===== config.mk =====
export PLATFORM = sky130hd
export DESIGN_NAME = serial_pattern_feeder
export DESIGN_NICKNAME = d
export VERILOG_FILES = /design/src/rtl/serial_pattern_feeder.sv
export SDC_FILE = /design/constraint.sdc
export NUM_CORES = 1
export LEC_CHECK = 0
export BUFFER_PORTS_ARGS = -buffer_cell sky130_fd_sc_hd__buf_2
export CAP_MARGIN = 15
export CORE_MARGIN = 5
export CORE_UTILIZATION = 58
export CTS_CLUSTER_DIAMETER = 120
export DETAILED_ROUTE_END_ITERATION = 7
export GPL_ROUTABILITY_DRIVEN = 0
export PLACE_DENSITY = 0.73
export SETUP_SLACK_MARGIN = 0.15
export SYNTH_ARGS = -nofsm -noshare
export SYNTH_HDL_FRONTEND = slang
export SYNTH_SLANG_ARGS = --single-unit

===== constraint.sdc =====
create_clock -name clk -period 3.3 [get_ports clk]
set_clock_uncertainty 0.2 [all_clocks]
set_input_delay 0.66 -clock clk [delete_from_list [all_inputs] [get_ports clk]]
set_output_delay 0.66 -clock clk [all_outputs]
set_load 0.01 [all_outputs]

===== src/rtl/serial_pattern_feeder.sv =====
// serial_pattern_feeder: buffers parallel words in a small FIFO and shifts
// them out one bit per clock on j, which feeds the 10110 detector's j input.
//   clk, rst         : single clock, synchronous active-high reset
//   din/din_valid    : parallel word offered upstream
//   din_ready        : FIFO has room (decoded from the registered count)
//   j/j_valid        : registered serial bit, and whether it carries data
//   word_done        : high while j carries the last bit of a word
//   fifo_count       : words buffered, not counting the word in the shifter
module serial_pattern_feeder #(
  parameter int unsigned WIDTH     = 8,
  parameter int unsigned DEPTH     = 4,
  parameter bit          MSB_FIRST = 1'b1,
  parameter bit          IDLE_BIT  = 1'b0
) (
  input  logic                     clk,
  input  logic                     rst,
  input  logic [WIDTH-1:0]         din,
  input  logic                     din_valid,
  output logic                     din_ready,
  output logic                     j,
  output logic                     j_valid,
  output logic                     word_done,
  output logic [$clog2(DEPTH):0]   fifo_count
);

  localparam int unsigned AW = $clog2(DEPTH);
  localparam int unsigned CW = $clog2(WIDTH + 1);
  localparam logic [AW:0]   FULL_CNT = (AW + 1)'(DEPTH);
  localparam logic [CW-1:0] LAST_CNT = CW'(WIDTH);

  typedef enum logic {IDLE, SHIFT} state_t;

  state_t           state, state_nx;
  logic [WIDTH-1:0] mem [DEPTH];
  logic [AW-1:0]    wr_ptr, rd_ptr;
  logic [WIDTH-1:0] sreg, sreg_nx;
  logic [CW-1:0]    bit_cnt, bit_cnt_nx;
  logic             j_nx, j_valid_nx, word_done_nx;
  logic             push, pop;
  logic [WIDTH-1:0] head;

  assign din_ready = (fifo_count < FULL_CNT);
  assign push      = din_valid & din_ready;
  assign head      = mem[rd_ptr];

  // sreg holds the bits still to be sent, aligned so the next bit is always
  // at the end selected by MSB_FIRST.
  always_comb begin
    state_nx     = state;
    sreg_nx      = sreg;
    bit_cnt_nx   = bit_cnt;
    j_nx         = IDLE_BIT;
    j_valid_nx   = 1'b0;
    word_done_nx = 1'b0;
    pop          = 1'b0;

    case (state)
      IDLE: begin
        if (fifo_count != '0) pop = 1'b1;
      end
      SHIFT: begin
        if (bit_cnt != LAST_CNT) begin
          j_nx         = MSB_FIRST ? sreg[WIDTH-1] : sreg[0];
          sreg_nx      = MSB_FIRST ? {sreg[WIDTH-2:0], 1'b0} : {1'b0, sreg[WIDTH-1:1]};
          bit_cnt_nx   = bit_cnt + CW'(1);
          j_valid_nx   = 1'b1;
          word_done_nx = (bit_cnt_nx == LAST_CNT);
        end else if (fifo_count != '0) begin
          pop = 1'b1;
        end else begin
          state_nx   = IDLE;
          bit_cnt_nx = '0;
        end
      end
      default: state_nx = IDLE;
    endcase

    // Loading a new word sends its first bit on the same edge, so words
    // chain back-to-back without a gap cycle.
    if (pop) begin
      state_nx   = SHIFT;
      j_nx       = MSB_FIRST ? head[WIDTH-1] : head[0];
      sreg_nx    = MSB_FIRST ? {head[WIDTH-2:0], 1'b0} : {1'b0, head[WIDTH-1:1]};
      bit_cnt_nx = CW'(1);
      j_valid_nx = 1'b1;
    end
  end

  always_ff @(posedge clk) begin
    if (rst) begin
      state      <= IDLE;
      wr_ptr     <= '0;
      rd_ptr     <= '0;
      fifo_count <= '0;
      sreg       <= '0;
      bit_cnt    <= '0;
      j          <= IDLE_BIT;
      j_valid    <= 1'b0;
      word_done  <= 1'b0;
    end else begin
      state     <= state_nx;
      sreg      <= sreg_nx;
      bit_cnt   <= bit_cnt_nx;
      j         <= j_nx;
      j_valid   <= j_valid_nx;
      word_done <= word_done_nx;
      if (push) wr_ptr <= wr_ptr + AW'(1);
      if (pop)  rd_ptr <= rd_ptr + AW'(1);
      case ({push, pop})
        2'b10:   fifo_count <= fifo_count + (AW + 1)'(1);
        2'b01:   fifo_count <= fifo_count - (AW + 1)'(1);
        default: fifo_count <= fifo_count;
      endcase
    end
  end

  always_ff @(posedge clk) begin
    if (!rst && push) mem[wr_ptr] <= din;
  end

endmodule

==> results.py <==
metrics = {
    "critical_path": {
        "path_delay_family": "adder cells",
        "critPathRequiredTime_ns": 3.35,
        "crit_chain": "inv_1, ha_1, nand3b_2, a21oi_2, ha_1, inv_1, fa_1, xor2_1, or3_1, a21oi_1",
        "worstRegToRegCells": 10,
        "crit_buf_inv": 2,
        "cp.arrival_ns": 2.67,
        "cp_slowest_cell": "fa_1",
        "crit_type": "reg2reg",
        "crit_path_start_kind": "register",
        "end_kind": "register",
        "critPathMaxFanout": 7,
        "cp_num_cells": 10,
        "worst_path_largest_cell_delay_ns": 0.37,
    },
    "finish": {
        "drive_above_1_share_pct": 21.1,
        "fin_nets": 208,
        "final_cells": 240,
        "multi_input_comb_area_um2": 816,
        "n_antenna_cell": 0,
        "layout_commonest_cell": "edfxtp_1",
        "fillCellCount": 289,
        "syn2layout_area_growth_pct": 6.64,
        "seq_area_um2": 1440,
        "final_cell_mix": "edfxtp_1 (32), dfxtp_1 (24), buf_2 (17)",
    },
    "die": {
        "die_h_um": 74.0,
        "pin_count": 18,
        "die_w_um": 74.0,
        "fp.coreArea_um2": 3970,
        "start_util_pct": 59.8,
        "rows": 23,
        "dieArea_um2": 5470,
    },
    "place": {
        "port_buffers": 17,
        "hpwl_mm": 2.74,
        "dp_cells": 232,
        "dp_slack_ns": 0.714,
    },
    "power": {
        "seq_power_share_pct": 49.7,
        "comb_power_share_pct": 32.2,
        "leakage_nw": 0.913,
        "pwr-share-clk_pct": 18.1,
        "cellPowerDensity_nw_per_um2": 794,
        "switching_share_pct": 34.9,
        "internal_power_w": 0.00131,
        "p_sw_w": 0.000703,
        "ir_drop_uv": 372,
    },
    "route": {
        "routed_wl_mm": 3.93,
        "drtIter0Drc": 113,
        "vias_per_cell": 5.72,
        "vias": 1372,
        "ant_nets": 0,
        "drt-pass1-iter-count": 4,
        "drc": 0,
        "wl_per_cell_um": 16.4,
    },
    "cts": {
        "cts_htree_levels": 2,
        "insertion_delay_ns": 0.31,
        "clock-sinks": 56,
        "cts.repair.resized": 0,
        "cts_buffers": 5,
        "clkTransAtPathRegs_ns": 0.10,
        "root_buffer": "clkbuf_8",
        "post_cts_buffers": 0,
        "cts_buffer_depth": 2,
        "tritoncts": "done",
        "hold_buffers": 0,
    },
    "sta": {
        "max_slew.worst_pin.slew_ns": 0.548,
        "rsz0062_at_grt": "no",
        "worst_slack_ns": 0.678,
        "hold_viol": 0,
        "period_share_pct": 79.5,
        "final_max_slew_viol_count": 0,
        "finalCriticalPeriod_ns": 2.62,
        "tns_ns": 0,
        "finalSetupViolCount": 0,
        "clock.fmax_mhz": 381,
        "max_slew_margin_pct": 63.4,
    },
    "global_route": {
        "met1_usage_pct": 20.4,
        "grt_max_degree": 25,
        "top_usage_layer": "met2",
        "gr-usage-met2_pct": 26.5,
        "grtUsageTotal_pct": 15.9,
        "grt_pass1_vias": 1390,
        "met3_usage_pct": 3.51,
        "antenna_found_initial": 0,
        "grt_overflow": 0,
        "grt_first_pass_wirelength_mm": 6.51,
    },
    "run_status": {
        "status": "finished clean",
    },
    "worst_hold_path": {
        "min_path_cells": 2,
        "hold_class": "reg2reg",
    },
    "synth": {
        "syn_inst": 175,
        "synth_area_per_cell_um2": 13.6,
        "synth_cell_types": 41,
        "async_flop_share_pct": 0,
        "syn_area_um2": 2370,
        "synth_fp_nets": 194,
        "ys_warn_count": 0,
        "ys_seq_area_share_pct": 60.7,
        "synth-seq-cells": 56,
        "synth_flop_cell": "edfxtp_1",
        "synth-edff-count": 32,
    },
    "run": {
        "cap_violations": 0,
    },
}
[cell families (layout without fill, tap and decap cells)]
group	after synthesis	in the layout	share of synthesized area, %
muxes	13	13	10.0
buffers and inverters	21	36	4.95
DFF	56	56	60.7
xor gates and xnor gates	4	4	1.48
adders and majority gates	8	8	4.53
and+or+nand+nor	50	50	11.0
AOI/OAI and AO/OA	23	23	7.38
[routing by layer]
| layer | part of all wire (%) | wire [um] |
|---|---|---|
| met1 | 44 | 1740 |
| met2 | 50 | 1960 |
| met3 | 3.8 | 150 |
| met4 | 2.0 | 78 |
| met5 | 0 | 0 |
[final timing paths]
kind / from / to / slack (ns)
hold / removal: sreg[7]$_SDFFE_PP0P_ / sreg[7]$_SDFFE_PP0P_ / 0.30
setup / recovery: bit_cnt[0]$_SDFFE_PP0P_ / fifo_count[2]$_SDFFE_PP0P_ / 0.68
setup reg to reg: bit_cnt[0]$_SDFFE_PP0P_ / fifo_count[2]$_SDFFE_PP0P_ / 0.68
hold reg to reg: sreg[7]$_SDFFE_PP0P_ / sreg[7]$_SDFFE_PP0P_ / 0.30
[state kept, by name, indices dropped and copies added (netlist names), named ones only]
signal      cells
sreg            7
j_valid         1
mem            32
rd_ptr          2
fifo_count      3
j               1
bit_cnt         4
wr_ptr          2
state           1
word_done       1
[synth_stat cells (3+ instances only)]
| cell | instances | area, um2 |
|---|---|---|
| xor2_1 | 3 | 26.3 |
| nor2_1 | 9 | 33.8 |
| nor3_1 | 7 | 35.0 |
| inv_1 | 10 | 37.5 |
| dfxtp_1 | 24 | 480 |
| a311oi_1 | 7 | 61.3 |
| mux4_2 | 8 | 180 |
| nor2b_1 | 3 | 18.8 |
| edfxtp_1 | 32 | 961 |
| and3_1 | 4 | 25.0 |
| buf_6 | 3 | 33.8 |
| nand2_1 | 15 | 56.3 |
| a21oi_1 | 6 | 30.0 |
| ha_1 | 7 | 87.6 |
| nand3_1 | 5 | 25.0 |
| buf_2 | 3 | 15.0 |
[cell type report]
class,count,share of cell area (%)
Clock buffer,5,2.72
Clock inverter,3,0.692
Inverter,11,1.63
Multi-Input combinational cell,98,32.2
Sequential cell,56,56.9
Tap cell,50,2.47
Timing Repair Buffer,17,3.36
[power by group through the flow]
stage | Combinational, W | Clock [W] | Sequential [W]
after global placement | 0.000618 | 0 | 0.00100
after CTS | 0.000651 | 0.000371 | 0.00100
after detailed placement | 0.000648 | 0 | 0.00102
after floorplan | 0.000587 | 0 | 0.000967
after global routing | 0.000725 | 0.000399 | 0.00102
final | 0.000647 | 0.000364 | 0.00100
[worst register-to-register path, cell delays in order, from the launching register on]
cell,delay [ns]
dfxtp_1,0.36
inv_1,0.12
ha_1,0.20
nand3b_2,0.17
a21oi_2,0.26
ha_1,0.22
inv_1,0.06
fa_1,0.37
xor2_1,0.16
or3_1,0.31
a21oi_1,0.13
[through the flow]
stage               power [W]  utilization (%)  hold slack, ns  area (um2)
floorplan             0.00155                -           0.248        2370
global placement      0.00162             61.6           0.277        2450
detailed placement    0.00167             61.6           0.282        2450
CTS                   0.00202             63.8           0.298        2530
global route          0.00214             63.8           0.317        2530
finish                0.00201             63.8           0.300        2530
No activity file was read; power rests on OpenSTA's default activity.
